`src/rtl/zero_rle_decoder.sv`:
```
// Zero-run-length decoder: expands literal / zero-run tokens into a dense
// one-element-per-cycle stream, with frame position tracking and run overflow flag.
module zero_rle_decoder #(
    parameter int DATA_WIDTH = 8,
    parameter int RUN_WIDTH  = 8,
    parameter int FRAME_LEN  = 64,
    parameter int CNT_WIDTH  = $clog2(FRAME_LEN)
) (
    input  logic                         clk,
    input  logic                         rst,
    input  logic signed [DATA_WIDTH-1:0] in_data,
    input  logic                         in_is_run,
    input  logic                         in_valid,
    output logic                         in_ready,
    output logic signed [DATA_WIDTH-1:0] out_data,
    output logic                         out_valid,
    input  logic                         out_ready,
    output logic                         out_last,
    output logic                         err_run_ovf
);
    typedef enum logic {S_FETCH, S_RUN} state_t;

    localparam logic [CNT_WIDTH-1:0] LAST_IDX = CNT_WIDTH'(FRAME_LEN - 1);
    localparam logic [RUN_WIDTH-1:0] RUN_ONE  = RUN_WIDTH'(1);

    state_t               state;
    logic [RUN_WIDTH-1:0] run_left;
    logic [CNT_WIDTH-1:0] elem_cnt;
    logic                 slot_free;
    logic                 accept;
    logic                 at_last;
    logic [RUN_WIDTH-1:0] run_code;

    function automatic logic [CNT_WIDTH-1:0] next_cnt(input logic [CNT_WIDTH-1:0] c);
        return (c == LAST_IDX) ? '0 : c + 1'b1;
    endfunction

    assign slot_free = !out_valid || out_ready;
    assign in_ready  = !rst && (state == S_FETCH) && slot_free;
    assign accept    = in_valid && in_ready;
    assign run_code  = in_data[RUN_WIDTH-1:0];
    assign at_last   = (elem_cnt == LAST_IDX);

    // Output register stage: every load also advances the frame position
    always_ff @(posedge clk) begin
        if (rst) begin
            state       <= S_FETCH;
            run_left    <= '0;
            elem_cnt    <= '0;
            out_valid   <= 1'b0;
            out_data    <= '0;
            out_last    <= 1'b0;
            err_run_ovf <= 1'b0;
        end else if (state == S_FETCH) begin
            if (accept) begin
                out_valid <= 1'b1;
                out_last  <= at_last;
                elem_cnt  <= next_cnt(elem_cnt);
                if (!in_is_run) begin
                    out_data <= in_data;
                end else begin
                    out_data <= '0;
                    // A multi-zero run starting on the last slot cannot fit the frame
                    if (run_code != '0 && at_last) begin
                        err_run_ovf <= 1'b1;
                        run_left    <= '0;
                    end else begin
                        run_left <= run_code;
                        if (run_code != '0)
                            state <= S_RUN;
                    end
                end
            end else if (slot_free) begin
                out_valid <= 1'b0;
            end
        end else if (slot_free) begin
            out_valid <= 1'b1;
            out_data  <= '0;
            out_last  <= at_last;
            elem_cnt  <= next_cnt(elem_cnt);
            if (at_last && run_left > RUN_ONE) begin
                err_run_ovf <= 1'b1;
                run_left    <= '0;
                state       <= S_FETCH;
            end else begin
                run_left <= run_left - 1'b1;
                if (run_left == RUN_ONE)
                    state <= S_FETCH;
            end
        end
    end
endmodule

```
`config.mk`:
```
export PLATFORM = sky130hd
export DESIGN_NAME = zero_rle_decoder
export DESIGN_NICKNAME = d
export VERILOG_FILES = /design/src/rtl/zero_rle_decoder.sv
export SDC_FILE = /design/constraint.sdc
export NUM_CORES = 1
export LEC_CHECK = 0
export BUFFER_PORTS_ARGS = -buffer_cell sky130_fd_sc_hd__buf_2
export CAP_MARGIN = 20
export CORE_ASPECT_RATIO = 1.5
export CORE_MARGIN = 1.5
export CORE_UTILIZATION = 55
export CTS_CLUSTER_SIZE = 28
export DETAILED_ROUTE_END_ITERATION = 10
export GPL_TIMING_DRIVEN = 0
export PLACE_DENSITY = 0.76
export SLEW_MARGIN = 20
export SYNTH_ARGS = -nofsm -noshare
export SYNTH_HDL_FRONTEND = slang
export SYNTH_SLANG_ARGS = --single-unit
```
`constraint.sdc`:
```
create_clock -name clk -period 1.95 [get_ports clk]
set_input_delay 0.2925 -clock clk [delete_from_list [all_inputs] [get_ports clk]]
set_output_delay 0.2925 -clock clk [all_outputs]
set_load 0.05 [all_outputs]
```
# Word level (Yosys, flattened, before mapping)
# Index checks and enable logic that the tools add are counted.
# classes
add_sub_neg	2
order_cmp	1
n_eq_ne	4
n_mux	35
bitwise_logic	1
reduce_logical	17
# ops
operator	count
$mux W8	10
$mux W6	4
$mux W1	21
$eq A8 B1 Y1 const B	1
$gt A8 B1 Y1 const B	1
$reduce_bool A2 Y1	4
$reduce_bool A8 Y1	1
$sub A8 B1 Y8 const B	1
$add A6 B1 Y6 const B	1
$eq A6 B6 Y1 const B	1
$logic_and A1 B1 Y1	5
$reduce_and A5 Y1	1
$ne A2 B1 Y1 const B	2
$reduce_and A2 Y1	2
$reduce_and A3 Y1	1
$logic_not A1 Y1	2
$logic_or A1 B1 Y1	1
$not A1 Y1	1
# totals
register_bits	26
input_bits	13
out_inout_bits	12
elab_cells	67

# Depth between registers and ports, before layout
# Gate-level depths: netlist (run 1).
# depth
ltp_word	6
ltp_mapped	7
mapped_depth_nobuf	6

# Worst setup path before layout (run 1)
# OpenSTA, ideal clock, no wires.
# synth_path
kind	reg-to-output
startpoint	reg out_valid
endpoint	out in_ready
t_arrival_ns	1.909
required_ns	1.657
setup_slack_ns	-0.251
stages_incl_launch_ff	4
path_buffers	1
path_cell_list	dfxtp_1 nor2b_1 clkbuf_1 nor3_1
# synth_between
elab_chain_len	3
# synth_rtl
item	line_no	rtl
from (decl)	16	output logic out_valid,
from (signal assigned)	50	out_valid <= 1'b0;
from (signal assigned)	56	out_valid <= 1'b1;
from (signal assigned)	74	out_valid <= 1'b0;
$logic_not A1 Y1	38	assign slot_free = !out_valid || out_ready;
$logic_or A1 B1 Y1	38	
$logic_and A1 B1 Y1	39	assign in_ready = !rst && (state == S_FETCH) && slot_free;
to (decl)	14	output logic in_ready,
# Every way passes these cells.

# Worst setup path in the final report (run 1)
# layout_path
startpoint	reg run_left[0]
endpoint	reg err_run_ovf
# layout_between
elab_chain_len	4
# layout_rtl
item	line_no	rtl
from (decl)	27	logic [RUN_WIDTH-1:0] run_left;
from (signal assigned)	68	run_left <= run_code;
from (signal assigned)	86	run_left <= run_left - 1'b1;
$gt A8 B1 Y1	81	if (at_last && run_left > RUN_ONE) begin
$logic_and A1 B1 Y1	81	
$ne A2 B1 Y1 (no line)	--	
$reduce_and A5 Y1 (no line)	--	
to (signal assigned)	53	err_run_ovf <= 1'b0;
to (signal assigned)	65	err_run_ovf <= 1'b1;
to (signal assigned)	82	err_run_ovf <= 1'b1;
to (decl)	19	output logic err_run_ovf
# Every way passes these cells.
# A chain may end at the register's enable or synchronous reset.

==> results of run 1 <==
## repair_timing
action                     in CTS  in global routing
gates resized for setup         0                  1
hold buffers                    0                  0
buffers inserted                0                  0
setup endpoints to repair       0                  1
## area by class of cell
type	instances	area [um^2]	area share (%)
plain buffers	10	66.3	4.07
well taps	24	30.0	1.84
flip-flops and latches	26	522	32.1
repair buffers	24	120	7.38
inverters	7	26.3	1.61
clock buffers	4	36.3	2.23
multi-input cells	125	827	50.8
## worst paths after layout
kind	depth (start not counted)	endpoint	slack (ps)
worst max-delay path	6	err_run_ovf	150
worst min-delay path	3	out_valid	200
worst max register to register	6	err_run_ovf	150
worst min register to register	2	err_run_ovf	460
## registers in the layout, indices dropped and copies added (netlist names)
| name | cells |
|---|---|
| run_left | 8 |
| err_run_ovf | 1 |
| out_valid | 1 |
| elem_cnt | 6 |
| out_last | 1 |
| state | 1 |
| out_data | 8 |
## kinds of logic (layout without fill, tap and decap cells)
family | count (synthesis) | after routing | share of synthesized area [%]
and+or+nand+nor | 70 | 70 | 27.1
AOI/OAI and AO/OA | 49 | 49 | 25.7
buffers and inverters | 17 | 45 | 6.45
DFF | 26 | 26 | 36.3
adders and majority gates | 3 | 3 | 2.62
xor gates and xnor gates | 3 | 3 | 1.83
## synthesized netlist by cell type, types with 3 or more instances
cell type and instances:
sky130_fd_sc_hd__clkbuf_1 6, sky130_fd_sc_hd__nor2_1 12, sky130_fd_sc_hd__nor3_1 5, sky130_fd_sc_hd__inv_1 7, sky130_fd_sc_hd__nand3_1 11, sky130_fd_sc_hd__dfxtp_1 26
sky130_fd_sc_hd__ha_1 3, sky130_fd_sc_hd__a21oi_1 17, sky130_fd_sc_hd__nand2_1 20, sky130_fd_sc_hd__a22oi_1 3, sky130_fd_sc_hd__a31oi_1 3, sky130_fd_sc_hd__nor4_1 3
sky130_fd_sc_hd__o21ai_0 5, sky130_fd_sc_hd__nor2b_1 3
## critical path, delay by kind of cell, from the launching register on
kind,cells,cell delay [ps]
compound gates,3,590
buf+inv,1,90
simple gates,1,390
flops,1,390
fa+ha+maj,1,290
## per-layer routing
metal  wire length, um  GRT usage [%]  up-vias
met5                 0              0        -
met4                33           10.6        0
met3               114           1.65        4
met2              1800           44.9       38
met1              1410           32.0      642
li1                  -              -      674
## power by group through the flow
stage	combinational (mW)	sequential, mW	clock, mW
2_1_floorplan	0.219	0.630	0
3_3_place_gp	0.316	0.603	0
3_5_place_dp	0.322	0.605	0
4_1_cts	0.323	0.593	0.277
5_1_grt	0.355	0.598	0.302
6_report	0.324	0.594	0.279
==> run summary, run 1 <==
The overall track demand over capacity in global routing came out at 25.9%. The synthesized netlist occupies a cell area of 0.00144 mm^2. Dividing total power by cell area gives a power density of 736 mW/mm^2. Mean number of vias per cell: 6.17.

The total power consumption of the routed design was 1.20 mW. Final hold analysis gives a worst-case slack of 202 ps. The maximum buffer depth of the clock tree is 2. The final non-filler cell area is 0.00163 mm^2, and the setup TNS after final layout is 0 ps. Layout filler cell count: 214. The top cell types in the final layout, fill and taps aside, are sky130_fd_sc_hd__buf_2, sky130_fd_sc_hd__dfxtp_1, sky130_fd_sc_hd__nand2_1. After global routing the overflow that remains totals 0. After detailed routing, the average wire length per cell comes to 15.3 um. The placeable core region is 0.00245 mm^2, and the final RePlAce weighted congestion is 0.874. For the area of the die, the log shows 0.00293 mm^2. The tools report the non-filler instance count after layout as 220.

In this run the static leakage power is 0.612 nW. In this run, flip-flops and latches consume 49.6% of the power. The height of the die works out to 65.6 um. The number of flip-flops and latches in the synthesized netlist came out at 26. Across the VDD grid, the largest voltage drop is 0.463 mV. The flow ran to the end, but the final reports show violations. The slack of the critical path was 149 ps; the cell-internal power was 0.793 mW. The slew of the pin with the lowest slew margin came out at 526 ps. The worst setup path is captured at a flop. TritonCTS built the clock tree. For the number of pins exceeding their max-slew limit in the final report, the log shows 0. The library cell contributing the largest single delay on the critical path is sky130_fd_sc_hd__dfxtp_2. After the first detailed-routing iteration, the DRC count stood at 35.

Entering global routing, the biggest net connects 15 pins. Clock-pin slew was measured on the worst setup and hold paths at 150 ps. The count of nets left with antenna violations once routing finished came out at 0. Measured on the finished design, the core utilization comes to 66.4%. The maximum fanout count along the critical path is 9, and the top-level I/O count is 25. The type of the worst setup path was reg2reg. The checks that failed: design-rule violations. After synthesis, the netlist uses 47 different library cells. For this configuration, the core starts out at a cell density of 58.6%. The number of buffers added on ports is 24, and the number of warnings printed during yosys synthesis is 0. The tree built by TritonCTS fans out to 26 sinks. Summing over every cut layer, the via total after detailed routing is 1,358. The mean instance size in the synthesized netlist is 8.54 um^2.

The sort of element at the start of the critical path was a flop. The number of hold-slack violations in the final timing report was 0. Setup repair after global routing left no endpoint under its margin. The net count of the finished layout is 213. Most area-hungry cell type in the Yosys netlist: sky130_fd_sc_hd__dfxtp_1. The most instantiated flip-flop cell in the synthesis netlist is sky130_fd_sc_hd__dfxtp_1. The area share of the largest cell type after synthesis is 36.3%, and the area overhead of the layout relative to synthesis is 13.4%.

OpenSTA, run right after detailed placement, puts the worst setup slack at 95.0 ps. The placed instances occupy a cell area of 0.00159 mm^2. In this run the tightest slew margin relative to its limit is 64.8%. The final critical path takes up 92.3% of the cycle.

The number of nets in the synthesized netlist is 184. The clock arrives with 17.7 ps of skew. Before antenna repair, the detailed router went through 7 iterations.

The total of endpoints with negative setup slack in the final report was 0. Yosys attributes the largest share of cell area to sky130_fd_sc_hd__dfxtp_1, sky130_fd_sc_hd__a21oi_1, sky130_fd_sc_hd__nand2_1. For the worst setup path, the data required time is 2220 ps. The critical path goes through inv_1 -> ha_1 -> o211ai_1 -> a21oi_4 -> or3_1 -> a21oi_1. The logs give 1 for the post-route DRC violation count and 1 for the count of H-tree levels built during CTS. The maximum single-stage delay on the critical path is 390 ps, and the number of antenna diodes is 0. In this run the worst hold path is classified as in2reg. The fraction of power consumed by the clock network is 23.3%, and the net switching component of the power is 0.404 mW. At the later pin of the worst-skew pair, clock insertion delay measures 330 ps. Across the run, the number of max-cap violations was 0.

The share of the Yosys chip area taken by registers is 36.3%. The floorplan step set the die width to 44.7 um. In this run, synthesis inferred 0 flip-flops with an integrated enable. The layout cell share with drive strength beyond 1 works out to 24.0%. After technology mapping, the gate count stands at 168. Origin of the critical flop-to-flop path: run_left[0]. The routed design could run at a clock period as short as 1800 ps. For the initial antenna violation count, the log shows 0. In this run, placement finished with an instance count of 216. For this run, asynchronously set or reset flops after synthesis account for 0%.

Timing would allow up to 0.555 GHz. The run gives 27.0% as the combinational fraction of design power. For the aggregate routed wire length, the log shows 3360 um.

In this run the worst setup path begins at run_left[0]. The HPWL reported at the end of detailed placement was 2560 um; the proportion of total power due to net switching was 33.8%. The origin of the worst min-delay path is in_valid. The number of placement rows was 22.

Clock tree synthesis inserted a total of 3 buffers. The run gives 5690 um as the first-pass GRT wire length. Master cell of the clock root buffer: sky130_fd_sc_hd__clkbuf_4.

The arrival time of data at the critical path endpoint was 2080 ps; the via count of the first global-routing pass was 1,277.
(Power assumes the default switching activity.)
==> run 2, diff against run 1 <==
CAP_MARGIN = not set   (was 20)
clock period = 1.8 ns   (was 1.95 ns; I/O delays follow)
==> run 2 against run 1 <==
Against the previous run: the run still ends with design-rule violations left; register-to-register slack lost 40 ps; first-iteration DRC count is 40% higher; die area unchanged; clock skew down 9.7 ps; cell area grew 3.3%; sequential power rose by 8.1%; global-route usage decreased by 0.94 points; combinational power rose by 15%; worst setup slack got worse by 43 ps; fmax increased by 6.3%; count of clock-buffer cells in the layout unchanged; critical endpoint is now run_left[0]; highest routed layer unchanged.
==> run summary, run 2 (synthesis results as in run 1) <==
The worst min-delay path category was in2reg (unchanged). The height of the die is 65.6 um (unchanged). TritonCTS built the clock tree.

The number of buffers added on ports was 24 (unchanged); the cell-internal power was 0.876 mW (was 0.793 mW). The area of the die is 0.00293 mm^2 (unchanged), and the number of placement rows is 22 (unchanged). The clock transition time at the flip-flop clock pins of the worst setup and hold paths is 140 ps (was 150 ps). Via count of the first global-routing pass: 1,299 (was 1,277). The tools report the endpoint of the worst register-to-register path as run_left[0] (was err_run_ovf).

The tools report the number of iterations in the first detailed-routing pass as 7 (unchanged). The origin of the worst min-delay path was in_valid (unchanged). The origin of the critical flop-to-flop path was run_left[1] (was run_left[0]). First-iteration detailed-routing DRC count: 49 (was 35). The final worst-path cycle share was 94.1% (was 92.3%). The aggregate routed wire length is 3310 um (was 3360 um), and the critical path depth is 7 (was 6).

The run finished, with violations left. For the initial antenna violation count, the log shows 0 (unchanged). The sort of element at the start of the critical path was a flop (unchanged). Total of endpoints with negative setup slack in the final report: 0 (unchanged). Cell breakdown of the critical path: inv_1 -> ha_1 -> o211ai_1 -> a21oi_4 -> buf_12 -> a221oi_2 -> a211oi_2 (was inv_1 -> ha_1 -> o211ai_1 -> a21oi_4 -> or3_1 -> a21oi_1). The maximum VDD drop was 0.646 mV (was 0.463 mV); the average detailed-routed wire length per instance was 14.8 um (was 15.3 um).

The number of clock buffers inserted by TritonCTS was 3 (unchanged). The tools report the final RePlAce weighted congestion as 0.875 (was 0.874). The layout cell share with drive strength beyond 1 works out to 27.1% (was 24.0%). Setup repair after global routing left no endpoint under its margin. The combinational fraction of design power came out at 28.5% (was 27.0%). Number of pins exceeding their max-slew limit in the final report: 0 (unchanged). The count of clock tree sinks was 26 (unchanged); the non-filler instance count after layout was 223 (was 220). The tools report the register-to-register setup slack as 110 ps (was 150 ps).

The tools report the endpoint of the worst hold path as out_valid (unchanged). The logs give 0 (unchanged) for the residual antenna-violating net count after detailed routing and 25 (unchanged) for the top-level I/O count. The tools report the number of maximum-capacitance constraint violations as 0 (unchanged). The tools report the maximum buffer depth of the clock tree as 2 (unchanged).

The worst max-slew margin expressed relative to the limit came out at 63.2% (was 64.8%). The type of the worst setup path is reg2reg (unchanged). The shortest period the worst path allows was 1690 ps (was 1800 ps); the length in cells of the worst reg-to-reg path was 7 (was 6). For the fraction of power consumed by the clock network, the log shows 22.5% (was 23.3%).

The logs give 0.637 nW (was 0.612 nW) for the static power due to leakage and 1,343 (was 1,358) for the routed via count. The power density of the placed cells was 780 mW/mm^2 (was 736 mW/mm^2); the number of hold-slack violations in the final timing report was 0 (unchanged). The buffer and inverter count on the worst path is 2 (was 1), and the mean number of vias per cell is 6.02 (was 6.17). The family with the most delay on the worst path is compound AO/OA/AOI/OAI gates (unchanged). First-pass GRT wire length: 5570 um (was 5690 um). The library cell contributing the largest single delay on the critical path was sky130_fd_sc_hd__dfxtp_2 (unchanged).

The upper clock frequency limit is 0.590 GHz (was 0.555 GHz). The tools report the number of antenna diodes as 0 (unchanged). The proportion of total power due to net switching came out at 33.3% (was 33.8%). The run gives 25.0% (was 25.9%) as the overall track demand over capacity in global routing. The logs give 2000 ps (was 2220 ps) for the required time reported for the critical path endpoint and 216 (unchanged) for the number of placed instances with taps included.

The setup TNS after final layout was 0 ps (unchanged); the remaining global-route overflow was 0 (unchanged). Registers with the most flip-flops: out_data x8, run_left x8, elem_cnt x6 (unchanged). Most used cells in the layout excluding fill and tap cells: sky130_fd_sc_hd__buf_2, sky130_fd_sc_hd__dfxtp_1, sky130_fd_sc_hd__nand2_1 (unchanged). The die width is 44.7 um (unchanged). The master cell of the clock root buffer was sky130_fd_sc_hd__clkbuf_4 (unchanged).

The worst hold path cell count was 3 (unchanged); the arrival time of data at the critical path endpoint was 1890 ps (was 2080 ps). The net count reported at finish came out at 216 (was 213). Later-pin clock latency in the skew report: 320 ps (was 330 ps). The maximum fanout count along the critical path is 5 (was 9). The slew of the pin with the lowest slew margin was 552 ps (was 526 ps); the sequential group share of total power was 49.0% (was 49.6%). The pin count of the biggest net entering global routing was 15 (unchanged).

Maximum single-stage delay on the critical path: 370 ps (was 390 ps). The leading cell type in the layout, fill and taps excluded is sky130_fd_sc_hd__buf_2. Violations in the final reports: design-rule violations (unchanged). The area overhead of the layout relative to synthesis is 17.2% (was 13.4%). The logs give 0.00245 mm^2 (unchanged) for the placeable core region and 0 (unchanged) for the post-cts hold buffer count. For the net switching component of the power, the log shows 0.436 mW (was 0.404 mW). The HPWL reported at the end of detailed placement was 2440 um (was 2560 um); the count of H-tree levels built during CTS was 1 (unchanged). The post-route DRC violation count is 1 (unchanged). The category of the worst setup path capture point is a flop (unchanged). For the starting utilization of the core area, the log shows 58.6% (unchanged). The run gives 7.99 ps (was 17.7 ps) as the post-route clock skew.
## run 2: layout make-up
class | count | area [um^2]
Multi-Input combinational cell | 125 | 840
Fill cell | 206 | 768
Sequential cell | 26 | 527
Timing Repair Buffer | 27 | 155
Buffer | 10 | 67.6
Clock buffer | 4 | 36.3
Tap cell | 24 | 30.0
Inverter | 7 | 26.3
## run 2: metrics by stage
step	worst slack (ps)	hold WS (ps)	area, um^2	power [mW]	utilization (%)
final	106	186	1680	1.31	68.6
after global routing	2.33	220	1680	1.38	68.6
after CTS	46.7	185	1630	1.30	66.6
after detailed placement	-44.9	443	1590	1.00	65.0
after global placement	-30.2	431	1590	0.995	65.0
after floorplan	120	394	1440	0.921	-
## run 2: worst max-delay path by stage
stage             endpoint   startpoint
2_1_floorplan  run_left[6]    out_valid
5_1_grt        err_run_ovf  run_left[1]
4_1_cts        err_run_ovf  run_left[0]
3_3_place_gp   err_run_ovf  run_left[0]
6_report       run_left[0]  run_left[1]
3_5_place_dp   err_run_ovf  run_left[0]
## run 2: what timing repair did
item / CTS / global route
resized for setup: 2 / 5
endpoints found under the setup margin: 1 / 4
endpoints found under the hold margin: 0 / 0
setup buffers: 0 / 3
pin swaps: 1 / 2
## run 2: power by group through the flow
stage / combinational [mW] / clock [mW] / sequential (mW)
finish: 0.374 / 0.296 / 0.642
global route: 0.411 / 0.322 / 0.648
CTS: 0.352 / 0.304 / 0.642
detailed placement: 0.349 / 0 / 0.655
global placement: 0.342 / 0 / 0.653
floorplan: 0.238 / 0 / 0.683
## run 2: layer usage
layer  part of all wire (%)  vias up  global-route usage (%)
met5                      0        -                       0
met4                    2.3        0                    9.09
met3                    2.5        9                    1.92
met2                     51       30                    43.3
met1                     44      623                    31.1
li1                       -      681                       -
## run 2: worst reg2reg max path: cells and delay by family (launching register included)
kind / cells / cell delay (ps)
flip-flops: 1 / 370
AO/OA/AOI/OAI: 4 / 740
adder cells (fa/ha/maj): 1 / 230
buffers and inverters: 2 / 240
==> run 3, diff against run 2 <==
PLACE_DENSITY = not set   (was 0.76)
PLACE_DENSITY_LB_ADDON = 0.08   (was not set)
==> run 3 against run 2 <==
Against the previous run: via count shrank 1.8%; global-route usage fell by 0.73 points; critical endpoint is now err_run_ovf; hold slack gained 21 ps; first-iteration DRC count decreased by 18%; critical path type unchanged; the run now ends clean.
==> run summary, run 3 (synthesis results as in run 1) <==
The flow ran to the end, and the final reports show no timing, DRC or antenna violations. The number of maximum-capacitance constraint violations was 0 (unchanged). The height of the die is 65.6 um (unchanged), and the number of placed instances with taps included is 216 (unchanged).

Number of clock buffers inserted by TritonCTS: 3 (unchanged). The pin count of the biggest net entering global routing is 14 (was 15). The residual antenna-violating net count after detailed routing was 0 (unchanged).

The logs give 0.890 (was 0.875) for the final RePlAce weighted congestion and 58.6% (unchanged) for the starting utilization of the core area. The layout filler cell count came out at 208 (was 206). The length in cells of the worst reg-to-reg path is 6 (was 7). The worst hold path cell count was 3 (unchanged). Number of iterations in the first detailed-routing pass: 4 (was 7). The run gives 42.4% (was 43.3%) as the global-route met2 utilization. The run gives 2510 um (was 2440 um) as the HPWL reported at the end of detailed placement. The register-to-register setup slack is 100 ps (was 110 ps), and the first-pass GRT wire length is 5400 um (was 5570 um). The tools report the post-route clock skew as 5.76 ps (was 7.99 ps). The mean number of vias per cell came out at 6.00 (was 6.02). The worst min-delay path category was in2reg (unchanged). The first-iteration detailed-routing DRC count came out at 40 (was 49).

The shortest period the worst path allows is 1700 ps (was 1690 ps). Most used cells in the layout excluding fill and tap cells: sky130_fd_sc_hd__buf_2, sky130_fd_sc_hd__dfxtp_1, sky130_fd_sc_hd__nand2_1 (unchanged). Maximum buffer depth of the clock tree: 2 (unchanged). Number of buffers added on ports: 24 (unchanged). The layout cell share with drive strength beyond 1 works out to 26.5% (was 27.1%). For the top-level I/O count, the log shows 25 (unchanged).

For the count of H-tree levels built during CTS, the log shows 1 (unchanged). The tools report the number of hold-slack violations in the final timing report as 0 (unchanged). The master cell of the clock root buffer is sky130_fd_sc_hd__clkbuf_4 (unchanged). The average detailed-routed wire length per instance works out to 14.5 um (was 14.8 um). Registers with the most flip-flops: out_data x8, run_left x8, elem_cnt x6 (unchanged). The run gives 24.2% (was 25.0%) as the overall track demand over capacity in global routing. The arrival time of data at the critical path endpoint is 1960 ps (was 1890 ps), and the routed via count is 1,319 (was 1,343). The total power consumption of the routed design was 1.24 mW (was 1.31 mW).

The met3 layer usage reported by global route was 2.20% (was 1.92%); the power density of the placed cells was 756 mW/mm^2 (was 780 mW/mm^2). Final worst-path cycle share: 94.7% (was 94.1%). The number of placement rows came out at 22 (unchanged). The post-route DRC violation count was 0 (was 1); the slew of the pin with the lowest slew margin was 509 ps (was 552 ps). Leading cell type in the layout, fill and taps excluded: sky130_fd_sc_hd__buf_2 (unchanged). For the aggregate routed wire length, the log shows 3180 um (was 3310 um). The non-filler instance count after layout is 220 (was 223), and the initial antenna violation count is 0 (unchanged). TritonCTS built the clock tree.

The maximum VDD drop is 0.502 mV (was 0.646 mV), and the total of endpoints with negative setup slack in the final report is 0 (unchanged). The run gives 0.00293 mm^2 (unchanged) as the area of the die. Sort of element at the start of the critical path: a flop (unchanged).

Via count of the first global-routing pass: 1,251 (was 1,299). The number of antenna diodes is 0 (unchanged), and the net count reported at finish is 214 (was 216). The logs give 0.00245 mm^2 (unchanged) for the placeable core region and 0.614 nW (was 0.637 nW) for the static power due to leakage.

The highest-utilization routing layer at the global route stage was met2 (unchanged). The die width is 44.7 um (unchanged), and the routing usage on met1 is 29.7% (was 31.1%). The required time reported for the critical path endpoint came out at 2050 ps (was 2000 ps). The count of clock tree sinks was 26 (unchanged); the setup TNS after final layout was 0 ps (unchanged). The later-pin clock latency in the skew report came out at 310 ps (was 320 ps). The clock transition time at the flip-flop clock pins of the worst setup and hold paths was 130 ps (was 140 ps); the maximum fanout count along the critical path was 8 (was 5). The run gives 66.0% (was 63.2%) as the worst max-slew margin expressed relative to the limit. The tools report the category of the worst setup path capture point as a flop (unchanged). Upper clock frequency limit: 0.587 GHz (was 0.590 GHz). The number of pins exceeding their max-slew limit in the final report came out at 0 (unchanged).

The area overhead of the layout relative to synthesis was 14.5% (was 17.2%). Type of the worst setup path: reg2reg (unchanged). The tools report the remaining global-route overflow as 0 (unchanged).
-- run 3: layer usage --
metal	share of wire, %	vias up	wire length (um)
met5	0	-	0
met4	2.0	0	63
met3	3.2	6	102
met2	53	30	1680
met1	42	608	1340
li1	-	675	-
-- run 3: power by group --
group	switching (mW)	internal (mW)	leakage, nW
clock network	0.157	0.0782	0.0138
logic	0.227	0.136	0.388
registers	0.0348	0.608	0.213
total	0.420	0.823	0.614
-- run 3: timing repair --
item                                    CTS  global route
endpoints found under the setup margin    3             3
gates resized for setup                   2             6
hold buffers                              0             0
pin swaps                                 1             2
setup buffers                             0             1
-- run 3: per-stage QoR --
step                      hold slack (ps)  utilization, %  setup slack [ps]  cell area, um^2
final                                 207            67.1              96.0             1640
after CTS                             202            66.0              22.3             1620
after global placement                430            65.0             -26.8             1590
after global routing                  224            67.1             -28.7             1640
after floorplan                       394               -               120             1440
after detailed placement              436            65.0             -68.5             1590
-- run 3: path summary, 6_finish.rpt --
path / from / endpoint
min: in_valid / out_valid
max reg2reg: run_left[0] / err_run_ovf
min reg2reg: err_run_ovf / err_run_ovf
max: run_left[0] / err_run_ovf
-- run 3: critical path, cell delays in order (launching register included) --
cell and delay [ps]:
sky130_fd_sc_hd__dfxtp_4 390, sky130_fd_sc_hd__inv_1 100, sky130_fd_sc_hd__ha_4 200, sky130_fd_sc_hd__o211ai_1 270, sky130_fd_sc_hd__a21oi_4 150, sky130_fd_sc_hd__or3_1 400
sky130_fd_sc_hd__a21oi_1 140
-- run 3: area by class of cell --
cell class	instances	area [um^2]	share of cell area [%]
buffer	10	67.6	4.11
tap	24	30.0	1.83
sequential	26	527	32.1
timing repair buffer	25	128	7.77
inverter	7	26.3	1.60
clock buffer	3	22.5	1.37
multi-input combinational	125	842	51.3
